### config.mk
export PLATFORM = sky130hd
export DESIGN_NAME = ulpi_reg_ctrl
export DESIGN_NICKNAME = d
export VERILOG_FILES = /design/src/rtl/ulpi_pkg.sv /design/src/rtl/ulpi_reg_ctrl.sv
export SDC_FILE = /design/constraint.sdc
export NUM_CORES = 1
export LEC_CHECK = 0
export ABC_AREA = 1
export BUFFER_PORTS_ARGS = -buffer_cell sky130_fd_sc_hd__buf_2
export CORE_AREA = 3 3 83 85
export CTS_CLUSTER_SIZE = 10
export DETAILED_ROUTE_END_ITERATION = 8
export DIE_AREA = 0 0 86 88
export PLACE_DENSITY = 0.85
export SLEW_MARGIN = 25
export SYNTH_ARGS = -nofsm -noshare
export SYNTH_HDL_FRONTEND = slang
export SYNTH_SLANG_ARGS = --single-unit
### constraint.sdc
create_clock -name clock -period 1.68 [get_ports clock]
set_input_delay 0.336 -clock clock [delete_from_list [all_inputs] [get_ports clock]]
set_output_delay 0.336 -clock clock [all_outputs]
set_load 0.03 [all_outputs]
### src/rtl/ulpi_pkg.sv
// Shared ULPI constants: TX CMD encodings, PHY register addresses and
// the register-sequencer state encodings.
package ulpi_pkg;

    localparam logic [7:0] CMD_NOPID = 8'h40;
    localparam logic [1:0] CMD_REGW  = 2'b10;
    localparam logic [1:0] CMD_REGR  = 2'b11;

    localparam logic [7:0] FUNC_CTRL = 8'h04;
    localparam logic [7:0] OTG_CTRL  = 8'h0A;

    localparam logic [3:0] ST_IDLE  = 4'd0;
    localparam logic [3:0] ST_CMD   = 4'd1;
    localparam logic [3:0] ST_DATA  = 4'd2;
    localparam logic [3:0] ST_STOP  = 4'd3;
    localparam logic [3:0] ST_CHIRP = 4'd4;
    localparam logic [3:0] ST_TURN  = 4'd5;
    localparam logic [3:0] ST_RDATA = 4'd6;
    localparam logic [3:0] ST_ABORT = 4'd7;

    localparam logic [1:0] OP_WRITE = 2'd0;
    localparam logic [1:0] OP_READ  = 2'd1;
    localparam logic [1:0] OP_NOPID = 2'd2;

endpackage

### src/rtl/ulpi_reg_ctrl.sv
// ULPI link-side register sequencer: arbitrates port A (line-state FSM) and
// port B (core config) onto the TX bus for register writes, reads and NOPID.
module ulpi_reg_ctrl
    import ulpi_pkg::*;
#(
    parameter int unsigned TIMEOUT   = 255,
    parameter int unsigned RETRY_MAX = 3
) (
    input  logic       clock,
    input  logic       reset_n,
    input  logic       ulpi_dir,
    input  logic       ulpi_nxt,
    input  logic [7:0] ulpi_data_i,
    output logic [7:0] ulpi_data_o,
    output logic       ulpi_stp_o,
    input  logic       tx_active_i,
    input  logic       a_write_i,
    input  logic       a_nopid_i,
    input  logic       a_stop_i,
    input  logic [7:0] a_addr_i,
    input  logic [7:0] a_data_i,
    output logic       a_busy_o,
    output logic       a_done_o,
    input  logic       b_req_i,
    input  logic       b_read_i,
    input  logic [5:0] b_addr_i,
    input  logic [7:0] b_data_i,
    output logic       b_busy_o,
    output logic       b_done_o,
    output logic [7:0] b_rdata_o,
    output logic       err_o,
    output logic [3:0] state_o
);

    localparam logic [7:0] TO_LAST = 8'(TIMEOUT - 1);
    localparam logic [7:0] RT_MAX  = 8'(RETRY_MAX);

    logic [3:0] state, state_d;
    logic [7:0] cmd_q, data_q;
    logic [1:0] op_q;
    logic       own_b;
    logic [7:0] tcnt, retry;

    logic       grant, grant_b, timed;
    logic       fin_ok, fin_err, chirp_done, retry_inc, cap, enter_stop;
    logic [7:0] cmd_sel, data_sel, bus_d;
    logic [1:0] op_sel;

    assign state_o = state;

    always_comb begin
        state_d    = state;
        grant      = 1'b0;
        grant_b    = 1'b0;
        fin_ok     = 1'b0;
        fin_err    = 1'b0;
        chirp_done = 1'b0;
        retry_inc  = 1'b0;
        cap        = 1'b0;
        cmd_sel    = a_write_i ? a_addr_i : CMD_NOPID;
        data_sel   = a_data_i;
        op_sel     = a_write_i ? OP_WRITE : OP_NOPID;
        timed      = (state == ST_CMD) || (state == ST_DATA) ||
                     (state == ST_TURN) || (state == ST_ABORT);

        case (state)
            ST_IDLE: begin
                if (!ulpi_dir && !tx_active_i) begin
                    if (a_write_i || a_nopid_i) begin
                        grant   = 1'b1;
                        state_d = ST_CMD;
                    end else if (b_req_i) begin
                        grant    = 1'b1;
                        grant_b  = 1'b1;
                        cmd_sel  = {(b_read_i ? CMD_REGR : CMD_REGW), b_addr_i};
                        data_sel = b_data_i;
                        op_sel   = b_read_i ? OP_READ : OP_WRITE;
                        state_d  = ST_CMD;
                    end
                end
            end
            ST_CMD: begin
                if (ulpi_dir) begin
                    state_d = ST_ABORT;
                end else if (ulpi_nxt) begin
                    case (op_q)
                        OP_WRITE: state_d = ST_DATA;
                        OP_READ:  state_d = ST_TURN;
                        default: begin
                            state_d    = ST_CHIRP;
                            chirp_done = 1'b1;
                        end
                    endcase
                end
            end
            ST_DATA: begin
                if (ulpi_dir)      state_d = ST_ABORT;
                else if (ulpi_nxt) state_d = ST_STOP;
            end
            ST_STOP:  state_d = ST_IDLE;
            ST_CHIRP: if (a_stop_i) state_d = ST_STOP;
            ST_TURN: begin
                if (ulpi_dir) state_d = ulpi_nxt ? ST_ABORT : ST_RDATA;
            end
            ST_RDATA: begin
                // The PHY dropping dir before the data cycle is treated as an abort.
                if (ulpi_dir) begin
                    cap     = 1'b1;
                    fin_ok  = 1'b1;
                    state_d = ST_IDLE;
                end else begin
                    state_d = ST_ABORT;
                end
            end
            ST_ABORT: begin
                if (!ulpi_dir) begin
                    if (retry == RT_MAX) begin
                        fin_err = 1'b1;
                        state_d = ST_IDLE;
                    end else begin
                        retry_inc = 1'b1;
                        state_d   = ST_CMD;
                    end
                end
            end
            default: state_d = ST_IDLE;
        endcase

        // Timeout only fires when the cycle would otherwise stay put.
        if (timed && (state_d == state) && (tcnt == TO_LAST)) begin
            fin_err = 1'b1;
            state_d = ST_IDLE;
        end

        enter_stop = (state_d == ST_STOP) && (state != ST_STOP);

        case (state_d)
            ST_CMD:  bus_d = grant ? cmd_sel : cmd_q;
            ST_DATA: bus_d = data_q;
            default: bus_d = '0;
        endcase
    end

    always_ff @(posedge clock) begin
        if (!reset_n) begin
            state       <= ST_IDLE;
            cmd_q       <= '0;
            data_q      <= '0;
            op_q        <= OP_WRITE;
            own_b       <= 1'b0;
            tcnt        <= '0;
            retry       <= '0;
            ulpi_data_o <= '0;
            ulpi_stp_o  <= 1'b0;
            a_busy_o    <= 1'b0;
            a_done_o    <= 1'b0;
            b_busy_o    <= 1'b0;
            b_done_o    <= 1'b0;
            b_rdata_o   <= '0;
            err_o       <= 1'b0;
        end else begin
            state       <= state_d;
            ulpi_data_o <= bus_d;
            ulpi_stp_o  <= (state_d == ST_STOP);
            err_o       <= fin_err;
            a_done_o    <= 1'b0;
            b_done_o    <= 1'b0;

            if (timed && (state_d == state)) tcnt <= tcnt + 8'd1;
            else                             tcnt <= '0;

            if (grant) begin
                cmd_q  <= cmd_sel;
                data_q <= data_sel;
                op_q   <= op_sel;
                own_b  <= grant_b;
                retry  <= '0;
                if (grant_b) b_busy_o <= 1'b1;
                else         a_busy_o <= 1'b1;
            end else if (retry_inc) begin
                retry <= retry + 8'd1;
            end

            if (enter_stop || fin_ok || fin_err || chirp_done) begin
                if (own_b) b_done_o <= 1'b1;
                else       a_done_o <= 1'b1;
            end
            if (enter_stop || fin_ok || fin_err) begin
                if (own_b) b_busy_o <= 1'b0;
                else       a_busy_o <= 1'b0;
            end

            if (cap) b_rdata_o <= ulpi_data_i;
        end
    end

endmodule
Word level (Yosys, flattened, before mapping)
Cells that the tools add are included.
{"block": "totals", "latchBits": 0, "regBits": 61, "rom_bits": 0, "ramBits": 0, "input_bits": 48, "memories": 0, "word_cells": 117, "out_inout_bits": 26}
{"block": "classes", "div_mod_pow": 0, "n_reduce_logical": 20, "n_bitwise": 1, "addsub": 2, "mux": 64, "shift": 0, "n_lt_le_gt_ge": 0, "mul": 0, "eq_ne": 15}
{"cell": "$mux W8", "n": 10}
{"cell": "$mux W4", "n": 11}
{"cell": "$mux W1", "n": 34}
{"cell": "$pmux W4 S7", "n": 1}
{"cell": "$add A8 B1 Y8 const B", "n": 2}
{"cell": "$eq A4 B3 Y1 const B", "n": 4}
{"cell": "$pmux W8 S2", "n": 1}
{"cell": "$eq A4 B2 Y1 const B", "n": 3}
{"cell": "$mux W2", "n": 5}
{"cell": "$eq A4 B1 Y1 const B", "n": 2}
{"cell": "$eq A4 B4 Y1", "n": 2}
{"cell": "$eq A8 B2 Y1 const B", "n": 1}
{"cell": "$eq A8 B8 Y1 const B", "n": 1}
{"cell": "$logic_or A1 B1 Y1", "n": 7}
{"cell": "$pmux W3 S2", "n": 1}
{"cell": "$logic_and A1 B1 Y1", "n": 5}
{"cell": "$logic_not A4 Y1", "n": 1}
{"cell": "$ne A4 B2 Y1 const B", "n": 1}
{"cell": "$reduce_and A2 Y1", "n": 2}
{"cell": "$reduce_or A2 Y1", "n": 2}
{"cell": "$mux W3", "n": 1}
{"cell": "$eq A2 B1 Y1 const B", "n": 1}
{"cell": "$logic_not A1 Y1", "n": 2}
{"cell": "$logic_not A2 Y1", "n": 1}
{"cell": "$not A1 Y1", "n": 1}

Depth between registers and ports, before layout
{"block": "logic_depth", "word_depth": 15, "mapped_depth": 17, "ltp_nobuf": 16}

Worst setup path after synthesis
Ideal clock, no wire load.
{"block": "synth_path", "path_kind": "register to register", "start": "reg state[0] (netlist: state_o[0])", "end": "reg retry[7]", "period_less_slack_ns": 2.025, "setup_time_ns": 0.119, "stages_incl_launch_ff": 11, "n_path_buf": 1, "arrival_ns": 1.905, "t_required_ns": 1.561, "setup_slack_ns": -0.345, "path_cell_list": "dfxtp_1 > buf_4 > nand2_1 > nor2_1 > nand2_1 > nor2_4 > inv_1 > nor4_1 > nand3_1 > o21ai_0 > a21oi_1"}
{"block": "synth_via", "elab_chain_cells": 3, "word_cells_on_any_way": 5, "classes_between": "eq/ne (1); mux (2); reduce/logical (2)"}
{"element": "start, declared", "line_no": "ulpi_reg_ctrl.sv:38", "source": "logic [3:0] state, state_d;"}
{"element": "start signal, assigned", "line_no": "ulpi_reg_ctrl.sv:162", "source": "state <= state_d;"}
{"element": "$logic_not A4 Y1", "line_no": "ulpi_reg_ctrl.sv:66", "source": "case (state)"}
{"element": "$mux W1", "line_no": "ulpi_reg_ctrl.sv:66"}
{"element": "$reduce_or A2 Y1 (no line)"}
{"element": "end signal, assigned", "line_no": "ulpi_reg_ctrl.sv:181", "source": "retry <= retry + 8'd1;"}
{"element": "end, declared", "line_no": "ulpi_reg_ctrl.sv:42", "source": "logic [7:0] tcnt, retry;"}
Several ways; a longest one is shown, not always the timed one.
A chain may end at the register's enable or synchronous reset.

Final worst setup path
{"block": "layout_path", "start": "reg state[0] (netlist: state_o[0])", "end": "reg ulpi_data_o[1]"}
{"block": "layout_via", "elab_chain_cells": 10, "word_cells_on_any_way": 31, "classes_between": "eq/ne (9); mux (16); reduce/logical (6)"}
{"element": "$mux W4", "line_no": "ulpi_reg_ctrl.sv:72", "source": "end else if (b_req_i) begin"}
{"element": "$mux W4", "line_no": "ulpi_reg_ctrl.sv:69", "source": "if (a_write_i || a_nopid_i) begin"}
{"element": "$mux W4", "line_no": "ulpi_reg_ctrl.sv:68", "source": "if (!ulpi_dir && !tx_active_i) begin"}
{"element": "$pmux W4 S7", "line_no": "ulpi_reg_ctrl.sv:66"}
{"element": "$eq A4 B4 Y1", "line_no": "ulpi_reg_ctrl.sv:130", "source": "if (timed && (state_d == state) && (tcnt == TO_LAST)) begin"}
{"element": "$logic_and A1 B1 Y1 (2 in a row)", "line_no": "ulpi_reg_ctrl.sv:130"}
{"element": "$mux W4", "line_no": "ulpi_reg_ctrl.sv:130"}
{"element": "$eq A4 B2 Y1 / $eq A4 B1 Y1 (equally long branches)", "line_no": "ulpi_reg_ctrl.sv:137", "source": "case (state_d)"}
{"element": "$pmux W8 S2 (*)", "line_no": "ulpi_reg_ctrl.sv:137"}
{"element": "end signal, assigned", "line_no": "ulpi_reg_ctrl.sv:163", "source": "ulpi_data_o <= bus_d;"}
{"element": "end, declared", "line_no": "ulpi_reg_ctrl.sv:14", "source": "output logic [7:0] ulpi_data_o,"}
Every way passes the cells marked *; elsewhere a longest branch is shown, timed or not.

==> summary.txt <==
Crit-path slowest cell - dfxtp_4
uppermost layer routed - met4
synth warn - 0
layout cells sized above 1 - 0.523
status - complete, but fails checks
1st-iter DRT viols - 256
placed cell count - 608
Pwr Total - 3.25 mW
drt drc - 0
Reg2Reg Depth - 13
CTS tree - built
H-tree Lvls - 3
first-pass GRT wire length - 14.4 mm
core area - 0.00628 mm2
Worst path max stage delay - 440 ps
Clk Latency, worst-skew pair - 340 ps
hold buffer count at cts - 0
vias after detailed routing - 3584
vias in the first global route - 3267
clock buffer depth - 2
Distinct cells, synth - 37
Yosys top cell area share - 0.413
Peak Freq - 0.487 GHz
# diodes - 0
Final Non-Filler Cells - 641
Final min period - 2050 ps
num rows - 29
fin worst setup slack - -373 ps
Sw Ratio - 0.248
Inserted Clock Buffers - 9
Mean Syn Cell Area - 7.36 um2
routed wl met2 - 5.60 mm
register share of total power - 0.456
Area growth syn-to-layout - 60.1%
crit end category - flop
Total Wirelength - 11.0 mm
crit-path cells - inv_2 -> nand2_1 -> nand3_2 -> nand3b_1 -> nand2_1 -> nor2_2 -> nand2_2 -> nor2_4 -> nand2_4 -> a21oi_4 -> buf_12 -> nand3_2 -> o21ai_2
arrival time worst endpoint - 2340 ps
Pleak - 2.18 nW
Die ar. - 0.00757 mm2
Pint - 2.44 mW
RSZ-0062 raised after global routing - true
Buf/Inv on CP - 2
Vias/cell - 5.59
DR WL/cell - 17.2 um
met3 wire length - 913 um
CP top delay family - simple AND/OR/NAND/NOR gates
Comb power frac - 0.124
Detail Route Antenna Nets - 0
PortBufs - 73
sw power - 0.807 mW
worst path required time - 1960 ps
Setup Skew - 8.10 ps
starting density of the core - 0.472
post-synthesis net count - 453
Tcrit/Tclk final - 1.22
all-layer global routing usage - 0.247
Root Buffer Master - clkbuf_8
max cap viols - 0
final hold vios - 0
critical-path maximum fanout - 8
Seq/Total Area, Yosys - 0.413
Congestion Overflow GR - 0
CP Depth - 13
Yosys reg bits - 61
Syn Inst Count - 402
startpoint types - flop
Setup CP Type - flop to flop
Area contributors post-synth - dfxtp_1 41%, nand2_1 12%, nand3_1 7.4%, nor2_1 5.1%, inv_1 4.8%
Die X - 86 um
Hold Path Class - input port to flop
Reg clk slew, reported paths - 70 ps
WHS Path Cells - 3
wire length on met1 - 3.83 mm
CTS sink count - 61
io pins - 74
synthesized cell area - 0.00296 mm2
Peak VDD IR - 0.808 mV
initial antenna violation count - 0
minimum hold slack - 241 ps
setup TNS - -8950 ps
Die Y - 88 um
largest net degree at the start of global routing - 25
setup violators final - 41
clock share of power - 0.420
Cell Pwr Density - 686 mW/mm2
DP Wirelength - 6.35 mm
Initial DRT Pass Iterations - 5
cell taking the most area after synthesis - dfxtp_1
RD Place Congestion - 0.897
max-slew violations - 0
final layout net count - 611
failing checks - setup timing
## worst register-to-register path, stage by stage (launching register included)
cell      delay [ps]
dfxtp_4          440
inv_2             70
nand2_1           90
nand3_2          130
nand3b_1         180
nand2_1           90
nor2_2           150
nand2_2           90
nor2_4           150
nand2_4          110
a21oi_4          180
buf_12           150
nand3_2          100
o21ai_2           70
## power groups by stage
stage          registers (mW)  clock network, mW  logic, mW
4_1_cts                  1.48               1.38      0.328
2_1_floorplan            1.52                  0      0.146
3_3_place_gp             1.51                  0      0.297
6_report                 1.48               1.37      0.403
3_5_place_dp             1.51                  0      0.303
5_1_grt                  1.48               1.46      0.426
## flip-flops by register name, summed over array words and instances, names as in the netlist
signal,flops
a_busy_o,1
a_done_o,1
b_busy_o,1
b_done_o,1
b_rdata_o,8
cmd_q,8
data_q,8
err_o,1
op_q,2
own_b,1
retry,8
state_o,4
tcnt,8
ulpi_data_o,8
ulpi_stp_o,1
## cell families (layout without fill, tap and decap cells)
kind of cell	Yosys count	in the layout	share of synthesized area
simple gates	227	228	0.380
flops	61	61	0.413
compound gates	56	56	0.111
buf+inv	48	209	0.0642
xor+xnor	6	6	0.0178
fa+ha+maj	3	3	0.0127
other cells	1	1	0.00127
## layer usage
metal / up-vias / GRT usage
met2: 222 / 0.432
met1: 1647 / 0.266
li1: 1645 / -
met4: 0 / 0.135
met3: 70 / 0.0753
met5: - / 0
## layout by cell type, fill, tap and decap left out, types with 8 or more instances in the layout
| cell type | instances |
|---|---|
| inv_1 | 27 |
| buf_6 | 15 |
| buf_2 | 73 |
| nor3_2 | 8 |
| a21oi_1 | 17 |
| clkbuf_8 | 10 |
| nor2_1 | 26 |
| nand2_4 | 9 |
| nand3_1 | 25 |
| nand2_2 | 23 |
| nand3_2 | 18 |
| nand2_1 | 73 |
| buf_4 | 61 |
| o21ai_1 | 9 |
| inv_2 | 9 |
| dfxtp_1 | 55 |
| nor2_4 | 17 |
## layout make-up
type	count	area, um2
timing repair buffer	153	1070
inverter	41	169
tap	77	96.3
multi-input combinational	294	1960
clock inverter	3	41.3
sequential	61	1240
fill	402	1540
clock buffer	12	166
## path summary, 6_finish.rpt
| check | slack (ps) | from | endpoint |
|---|---|---|---|
| setup / recovery | -370 | state_o[0]$_SDFF_PN0_ | ulpi_data_o[1]$_SDFF_PN0_ |
| hold / removal | 240 | ulpi_data_i[4] | b_rdata_o[4]$_SDFFE_PN0P_ |
| setup reg to reg | -370 | state_o[0]$_SDFF_PN0_ | ulpi_data_o[1]$_SDFF_PN0_ |
| hold reg to reg | 450 | own_b$_SDFFE_PN0P_ | a_done_o$_SDFF_PN0_ |
## synthesized netlist by cell type
master and n:
nand2_1 96, dfxtp_1 61, nand3_1 44, nor2_1 40, inv_1 38, a21oi_1 24
o21ai_0 12, nor3_2 8, nand2_2 6, nor2_4 6, nand4_1 5, nor3_1 5
o21ai_1 5, a22oi_1 4, a31oi_1 3, clkbuf_1 3, ha_1 3, nand2_4 3
nand3b_1 3, nor2_2 3, o22ai_1 3, xnor2_1 3, xor2_1 3, a21oi_4 2
buf_2 2, buf_4 2, inv_2 2, nand3_4 2, nor3b_1 2, nor4_1 2
clkinv_1 1, conb_1 1, nand3_2 1, o211ai_1 1, o21a_1 1, o21ai_2 1
or2_2 1
## timing repair
action,CTS,global route
resized for setup,48,71
pin swaps,25,32
setup buffers,7,10
gates cloned,2,0
endpoints found under the setup margin,44,49
## stage by stage
step                      utilization  setup slack (ps)  cell area [um2]
after floorplan                     -             -86.6             3060
after global placement          0.633              -243             3970
after detailed placement        0.633              -255             3970
after CTS                       0.704              -222             4420
after global routing            0.755              -463             4740
final                           0.755              -373             4740
No activity file was read; power rests on OpenSTA's default activity.
